[config.mk]
export PLATFORM = sky130hd
export DESIGN_NAME = iomem_fb_write_bridge
export DESIGN_NICKNAME = d
export VERILOG_FILES = /design/src/rtl/iomem_fb_write_bridge.sv
export SDC_FILE = /design/constraint.sdc
export NUM_CORES = 1
export LEC_CHECK = 0
export BUFFER_PORTS_ARGS = -buffer_cell sky130_fd_sc_hd__buf_2
export CELL_PAD_IN_SITES_DETAIL_PLACEMENT = 1
export CELL_PAD_IN_SITES_GLOBAL_PLACEMENT = 2
export CORE_ASPECT_RATIO = 0.7
export CORE_MARGIN = 2
export CORE_UTILIZATION = 41
export CTS_CLUSTER_SIZE = 10
export DETAILED_ROUTE_END_ITERATION = 8
export GPL_TIMING_DRIVEN = 0
export PLACE_DENSITY = 0.75
export SYNTH_ARGS = -nofsm -noshare
export SYNTH_HDL_FRONTEND = slang
export SYNTH_SLANG_ARGS = --single-unit
export TNS_END_PERCENT = 5
[constraint.sdc]
create_clock -name clk -period 3.5 [get_ports clk]
set_input_delay 0.35 -clock clk [delete_from_list [all_inputs] [get_ports clk]]
set_output_delay 0.35 -clock clk [all_outputs]
set_load 0.02 [all_outputs]
[src/rtl/iomem_fb_write_bridge.sv]
// ---------------------------------------------------------------------------
// iomem_fb_write_bridge
//
// Responder on the picosoc iomem bus for the BASE_SEL address window.
// CPU stores are queued in a small FIFO and drained to the framebuffer
// write port with a valid/ready handshake. Display-side back-pressure
// stalls the CPU only when the FIFO is full. Every accepted access gets
// exactly one registered iomem_ready pulse, so an access takes at least
// two cycles.
//
// Optional build macro:
//   IOMEM_FB_STATUS_EN  reads return {16'h0, count[7:0], 6'b0, full, empty}.
//                       Without it, reads return 32'h0 with the same timing.
//
// Ports:
//   clk, resetn    system clock, asynchronous active-low reset
//   iomem_valid    bus request valid
//   iomem_ready    one-cycle completion pulse (registered)
//   iomem_wstrb    byte strobes, 4'b0000 means read
//   iomem_addr     byte address; [31:24] selects, [FB_AW+1:2] is the word
//   iomem_wdata    store data
//   iomem_rdata    read data, valid while iomem_ready=1, otherwise 0
//   fb_valid       FIFO head presented to the framebuffer
//   fb_ready       framebuffer accepts the head this cycle
//   fb_addr        framebuffer word address of the head entry
//   fb_wdata       data of the head entry
//   fb_wstrb       byte strobes of the head entry (never 0)
// ---------------------------------------------------------------------------
module iomem_fb_write_bridge #(
    parameter logic [7:0] BASE_SEL   = 8'h04,
    parameter int         FB_AW      = 13,
    parameter int         FIFO_DEPTH = 4
) (
    input  logic             clk,
    input  logic             resetn,
    input  logic             iomem_valid,
    output logic             iomem_ready,
    input  logic [3:0]       iomem_wstrb,
    input  logic [31:0]      iomem_addr,
    input  logic [31:0]      iomem_wdata,
    output logic [31:0]      iomem_rdata,
    output logic             fb_valid,
    input  logic             fb_ready,
    output logic [FB_AW-1:0] fb_addr,
    output logic [31:0]      fb_wdata,
    output logic [3:0]       fb_wstrb
);

    localparam int PW = (FIFO_DEPTH > 1) ? $clog2(FIFO_DEPTH) : 1;
    localparam int CW = PW + 1;

    typedef enum logic {
        IDLE = 1'b0,
        RESP = 1'b1
    } state_t;

    state_t           state;
    logic [PW-1:0]    wr_ptr;
    logic [PW-1:0]    rd_ptr;
    logic [CW-1:0]    count;

    logic [FB_AW-1:0] mem_addr  [FIFO_DEPTH];
    logic [31:0]      mem_wdata [FIFO_DEPTH];
    logic [3:0]       mem_wstrb [FIFO_DEPTH];

    logic             sel;
    logic             is_write;
    logic             full;
    logic             empty;
    logic             push;
    logic             pop;
    logic [31:0]      read_value;

    // Address bits that take no part in decode or the word address.
    logic             addr_unused;
    assign addr_unused = ^{iomem_addr[23:FB_AW+2], iomem_addr[1:0]};

    // The !iomem_ready term keeps the still-asserted request of the
    // response cycle from being taken as a second access.
    assign sel      = iomem_valid && !iomem_ready && (iomem_addr[31:24] == BASE_SEL);
    assign is_write = |iomem_wstrb;
    assign full     = (count == CW'(FIFO_DEPTH));
    assign empty    = (count == '0);

    // Fullness is judged on the current count, so a pop on the same edge
    // does not make room; the write is taken on the following cycle.
    assign push = (state == IDLE) && sel && is_write && !full;
    assign pop  = !empty && fb_ready;

`ifdef IOMEM_FB_STATUS_EN
    assign read_value = {16'h0, 8'(count), 6'b0, full, empty};
`else
    assign read_value = 32'h0000_0000;
`endif

    // Bus-side FSM; iomem_ready and iomem_rdata are registered outputs.
    always_ff @(posedge clk or negedge resetn) begin
        if (!resetn) begin
            state       <= IDLE;
            iomem_ready <= 1'b0;
            iomem_rdata <= 32'h0;
        end else if (state == IDLE) begin
            iomem_ready <= 1'b0;
            iomem_rdata <= 32'h0;
            if (sel) begin
                if (!is_write) begin
                    iomem_rdata <= read_value;
                    iomem_ready <= 1'b1;
                    state       <= RESP;
                end else if (!full) begin
                    iomem_ready <= 1'b1;
                    state       <= RESP;
                end
            end
        end else begin
            iomem_ready <= 1'b0;
            iomem_rdata <= 32'h0;
            state       <= IDLE;
        end
    end

    // FIFO pointers and occupancy. Pointers wrap naturally because the
    // depth is a power of two.
    always_ff @(posedge clk or negedge resetn) begin
        if (!resetn) begin
            wr_ptr <= '0;
            rd_ptr <= '0;
            count  <= '0;
        end else begin
            if (push) begin
                wr_ptr <= wr_ptr + PW'(1);
            end
            if (pop) begin
                rd_ptr <= rd_ptr + PW'(1);
            end
            if (push && !pop) begin
                count <= count + CW'(1);
            end else if (pop && !push) begin
                count <= count - CW'(1);
            end
        end
    end

    // FIFO storage carries data only, so it is not reset.
    always_ff @(posedge clk) begin
        if (push) begin
            mem_addr[wr_ptr]  <= iomem_addr[FB_AW+1:2];
            mem_wdata[wr_ptr] <= iomem_wdata;
            mem_wstrb[wr_ptr] <= iomem_wstrb;
        end
    end

    // Head fields are forced to zero while empty so stale or uninitialised
    // storage never shows on the framebuffer port.
    assign fb_valid = !empty;
    assign fb_addr  = empty ? '0    : mem_addr[rd_ptr];
    assign fb_wdata = empty ? 32'h0 : mem_wdata[rd_ptr];
    assign fb_wstrb = empty ? 4'h0  : mem_wstrb[rd_ptr];

endmodule

; After elaboration in Yosys (flattened, before gate mapping)
; Memories as Yosys holds them, arrays and structs flattened.
; Cells that the tools add are included.
[totals]
regBits = 8
latchBits = 0
ramBits = 196
romBits = 0
out_inout_bits = 83
mem_count = 3
[op_classes]
add_sub_neg = 4
mul = 0
div_mod_pow = 0
order_cmp = 0
n_eq_ne = 2
shift = 0
n_mux = 11
n_bitwise = 1
reduce_logical = 16
[memory_table]
columns = memory, words, word_bits, rd, rd_clocked_by_memory_dff, wr, line
row1 = mem_wdata, 4, 32, 1, 0, 1, 63  ; logic [31:0] mem_wdata [FIFO_DEPTH];
row2 = mem_addr, 4, 13, 1, 0, 1, 62  ; logic [FB_AW-1:0] mem_addr [FIFO_DEPTH];
row3 = mem_wstrb, 4, 4, 1, 0, 1, 64  ; logic [3:0] mem_wstrb [FIFO_DEPTH];
[ops]
columns = operator, count
row1 = $mux 32, 1
row2 = $mux 13, 1
row3 = $eq 8x3->1 const B, 1
row4 = $logic_and 1x1->1, 8
row5 = $mux 1, 6
row6 = $mux 3, 2
row7 = $logic_not 1->1, 5
row8 = $add 2x1->2 const B, 2
row9 = $mux 4, 1
row10 = $reduce_or 4->1, 1
row11 = $add 3x1->3 const B, 1
row12 = $eq 3x3->1 const B, 1
row13 = $logic_not 3->1, 1
row14 = $sub 3x1->3 const B, 1
row15 = $reduce_bool 2->1, 1
row16 = $not 1->1, 1

; Longest topological paths before layout
[depth]
depth_word = 10
depth_mapped = 9

; Least setup slack after synthesis
; OpenSTA, ideal clock, no wires.
[synth_path]
path_type = register -> register
from = reg state
to = mem mem_addr[0][0] (enable)
arrival_ns = 2.478
required_ns = 3.088
setup_slack_ns = 0.610
path_stages_with_launch = 5
n_path_buf = 0
path_cell_list = dfrtp_1 nor4b_2 nand4b_1 nor3b_4 and2_1
[synth_between]
elab_chain_cells = 8
[synth_lines]
columns = item, line
row1 = from (decl), 57  ; state_t state;
row2 = from (signal assigned), 99  ; state <= IDLE;
row3 = from (signal assigned), 109  ; state <= RESP;
row4 = from (signal assigned), 112  ; state <= RESP;
row5 = $logic_not 1->1, -
row6 = $logic_and 1x1->1 (2 in a row), -
row7 = $logic_and 1x1->1 (*) (3 in a row), 87  ; assign push = (state == IDLE) && sel && is_write && !full;
row8 = via push, 70  ; logic push;
row9 = $mux 1 (*), 146  ; if (push) begin
row10 = $mux 1 (not written as such) (*), 147  ; mem_addr[wr_ptr] <= iomem_addr[FB_AW+1:2];
row11 = to (decl), 62
; Mark *: on every way through the listed nets, which the timed path passes. The rest lies on a longest branch.

; Worst setup path after layout
[layout_path]
from = reg rd_ptr[1]
to = out fb_wdata[0]
[layout_between]
elab_chain_cells = 2
[layout_lines]
columns = item, line
row1 = from (decl), 59  ; logic [PW-1:0] rd_ptr;
row2 = from (signal assigned), 134  ; rd_ptr <= rd_ptr + PW'(1);
row3 = $mem_v2 4x32, -
row4 = $mux 32, 157  ; assign fb_wdata = empty ? 32'h0 : mem_wdata[rd_ptr];
row5 = to (decl), 45  ; output logic [31:0] fb_wdata,
; No other way between the ends.

==> flow_summary.ini <==
[worst_setup_path]
r2r_end = count[2]
critPathCaptureType = output port
path_class = reg -> out
critPathMaxFanout = 10
critPathLaunchType = register
reg2reg_slack_ns = 1.02
path_buf_inv = 3
worst_ep_required_time_ns = 3.15
slowest_stage = buf_1
worstPathArrival_ns = 2.43
crit_family = buffers and inverters
slowest_delay_ns = 0.59
reg2reg_depth = 9
path_cells = clkbuf_1, buf_1, mux4_2, and2_1, buf_2
r2r-start = state

[sta]
rsz0062_at_grt = no
slew_viol_final = 0
fin_worst_skew_ns = 0.00806
finalSetupViolCount = 0
fmax_mhz = 360
worst_slew_pin_slew_ns = 0.814
fin_crit_sh_pct = 79.4
whs_ns = 0.0654
period_needed_ns = 2.78
hold_viol_final = 0
max_slew_margin_pct = 45.7

[global_routing]
grt_pass1_vias = 4331
grt_pass1_wl_mm = 24.6
gr-total-overflow = 0
grt_max_degree = 50
grt_util_all_layers_pct = 16.0
antenna_found_initial = 4

[placed_design]
gp_congestion = 0.721
dp.cells = 799
dpl.hpwl_mm = 10.0
portBuffers = 111

[hold_path]
hp-start = iomem_wdata[14]
holdPathEnd = mem_wdata[0][14]
hp-class = in -> reg
hold_path_depth = 1

[synth]
synth-edff-count = 196
synth.area.mux_share_pct = 13.9
synthTopCellsByCount = edfxtp_1, and2_1, mux4_2
synth_top_family_by_area = multiplexers
synth_xor_area_share_pct = 0.646
yosys.cell_count.top_type = edfxtp_1
synth_compound_area_share_pct = 0
synth_top_area_cell = edfxtp_1
syn-cell-area_um2 = 8140
synth.avg_cell_area_um2 = 21.0
synth_fa_ha_area_share_pct = 1.02
ys_ff_latch = 204
synth_cell_type_count = 25
synth.area.top_cells = edfxtp_1, mux4_2, and2_1, buf_4, dfrtp_1
yosysWarnings = 0
synth-seq-area-share_pct = 74.8
synthCells = 387
async_flop_share_pct = 3.92
ys.flop_type = edfxtp_1
synthSimpleGateAreaFrac_pct = 5.43
synth_top_cell_area_share_pct = 72.3

[clock_tree]
clkTransAtPathRegs_ns = 0.05
htreeDepth = 1
postCtsSetupBuffers = 0
clock_sinks = 204
cts_tree = built
clk-insertion-delay-late_ns = 0.50
cts_buffers = 24
root_buffer = clkbuf_16
cts_buffer_depth = 3

[route]
num_vias = 4013
wl_per_cell_um = 19.3
dr.pass1.iters = 4
antenna_left = 0
wirelength_mm = 16.2
drt_iter0_markers = 325
drc_errors = 0
avgViaCountPerCell = 4.79

[outcome]
status = finished, final reports clean

[pwr]
p_leak_uw = 0.00351
powerDensity_nw_per_um2 = 744
max-vdd-ir-drop_uv = 409

[final_layout]
drive_gt1_share_pct = 41.4
area_growth_pct = 20.9
fillers = 1845
regArea_um2 = 6090
nets = 634
multi_input_area_um2 = 1840
final_cells = 838

[floorplanning]
initial_core_util_pct = 41.4
rows = 43
die_w_um = 172
core_um2 = 19600
die_h_um = 122
io-pin-count = 155
die_area_um2 = 21000

[run]
drv_cap = 0
cell type report:
type / count / share of cell area (%)
Clock buffer: 34 / 6.70
Antenna cell: 3 / 0.0763
Tap cell: 270 / 3.43
Clock inverter: 1 / 0.0763
Sequential cell: 204 / 61.9
Timing Repair Buffer: 112 / 5.75
Multi-Input combinational cell: 161 / 18.7
Buffer: 50 / 3.33
Inverter: 3 / 0.114
worst max path at each step:
stage / startpoint / end / slack [ns] / depth (start not counted)
floorplan: state / mem_addr[0][0] / 0.61 / 4
global placement: iomem_addr[29] / mem_addr[1][2] / -0.51 / 5
detailed placement: iomem_addr[29] / count[2] / 0.92 / 10
CTS: rd_ptr[1] / fb_addr[0] / 0.65 / 5
global route: rd_ptr[1] / fb_addr[0] / 0.57 / 5
finish: rd_ptr[1] / fb_wdata[0] / 0.72 / 5
sequential cells by signal, summed over array words and instances, names as in the netlist:
register and count:
mem_wstrb 16, mem_wdata 128, state 1, mem_addr 52, rd_ptr 2, wr_ptr 2
count 3
through the flow:
step | area (um2) | setup WS, ns | TNS (ns) | power (uW) | utilization (%)
2_1_floorplan | 8250 | 0.610 | 0 | 4490 | -
3_3_place_gp | 9150 | -0.515 | -93.84 | 5220 | 46.6
3_5_place_dp | 9160 | 0.920 | 0 | 5260 | 46.6
4_1_cts | 9830 | 0.646 | 0 | 7430 | 50.1
5_1_grt | 9830 | 0.566 | 0 | 7690 | 50.1
6_report | 9840 | 0.722 | 0 | 7320 | 50.1
worst reg2reg max path: stages, from the launching register on:
cell,delay [ns]
dfrtp_1,0.39
nor4b_2,0.28
nand4b_1,0.21
nor3b_4,0.41
ha_1,0.25
inv_1,0.06
fa_1,0.37
xor2_1,0.17
nor2_1,0.12
xor2_1,0.15
metal layers:
metal	track usage [%]	share of wire, %	vias up	wire length [um]
met5	0	0.15	-	25
met4	4.04	2.0	4	318
met3	4.00	6.2	37	1010
met2	25.9	48	126	7700
met1	22.1	44	2048	7150
li1	-	-	1798	-
layout by cell type, fill, tap and decap left out, drive strengths merged:
cell,count
edfxtp,196
buf,150
and2,53
mux4,49
clkbuf,45
conb,32
dfrtp,8
ha,5
nor2,4
xnor2,4
diode,3
inv,3
nand2,2
xor2,2
nor4,2
mux2,2
or3,1
nor4b,1
nand4b,1
nor3b,1
nand3,1
fa,1
clkinvlp,1
dlygate4sd3,1
timing repair:
| item | in CTS | in global routing |
|---|---|---|
| setup endpoints to repair | 0 | 0 |
| hold buffers | 1 | 0 |
| resized for setup | 0 | 0 |
| endpoints found under the hold margin | 8 | 0 |
cell families after synthesis:
family,after synthesis
other,1
flip-flops,204
multiplexers,51
XOR/XNOR,6
AND/OR/NAND/NOR,66
adder cells (fa/ha/maj),6
buffers and inverters,53
where the power goes:
group          internal [uW]  switching [uW]  total [uW]
Combinational           1060            1360        2420
Clock                   1290             875        2160
Sequential              2710            27.4        2740
Total                   5060            2260        7320
Note: power is estimated with default switching activity, not from simulation.
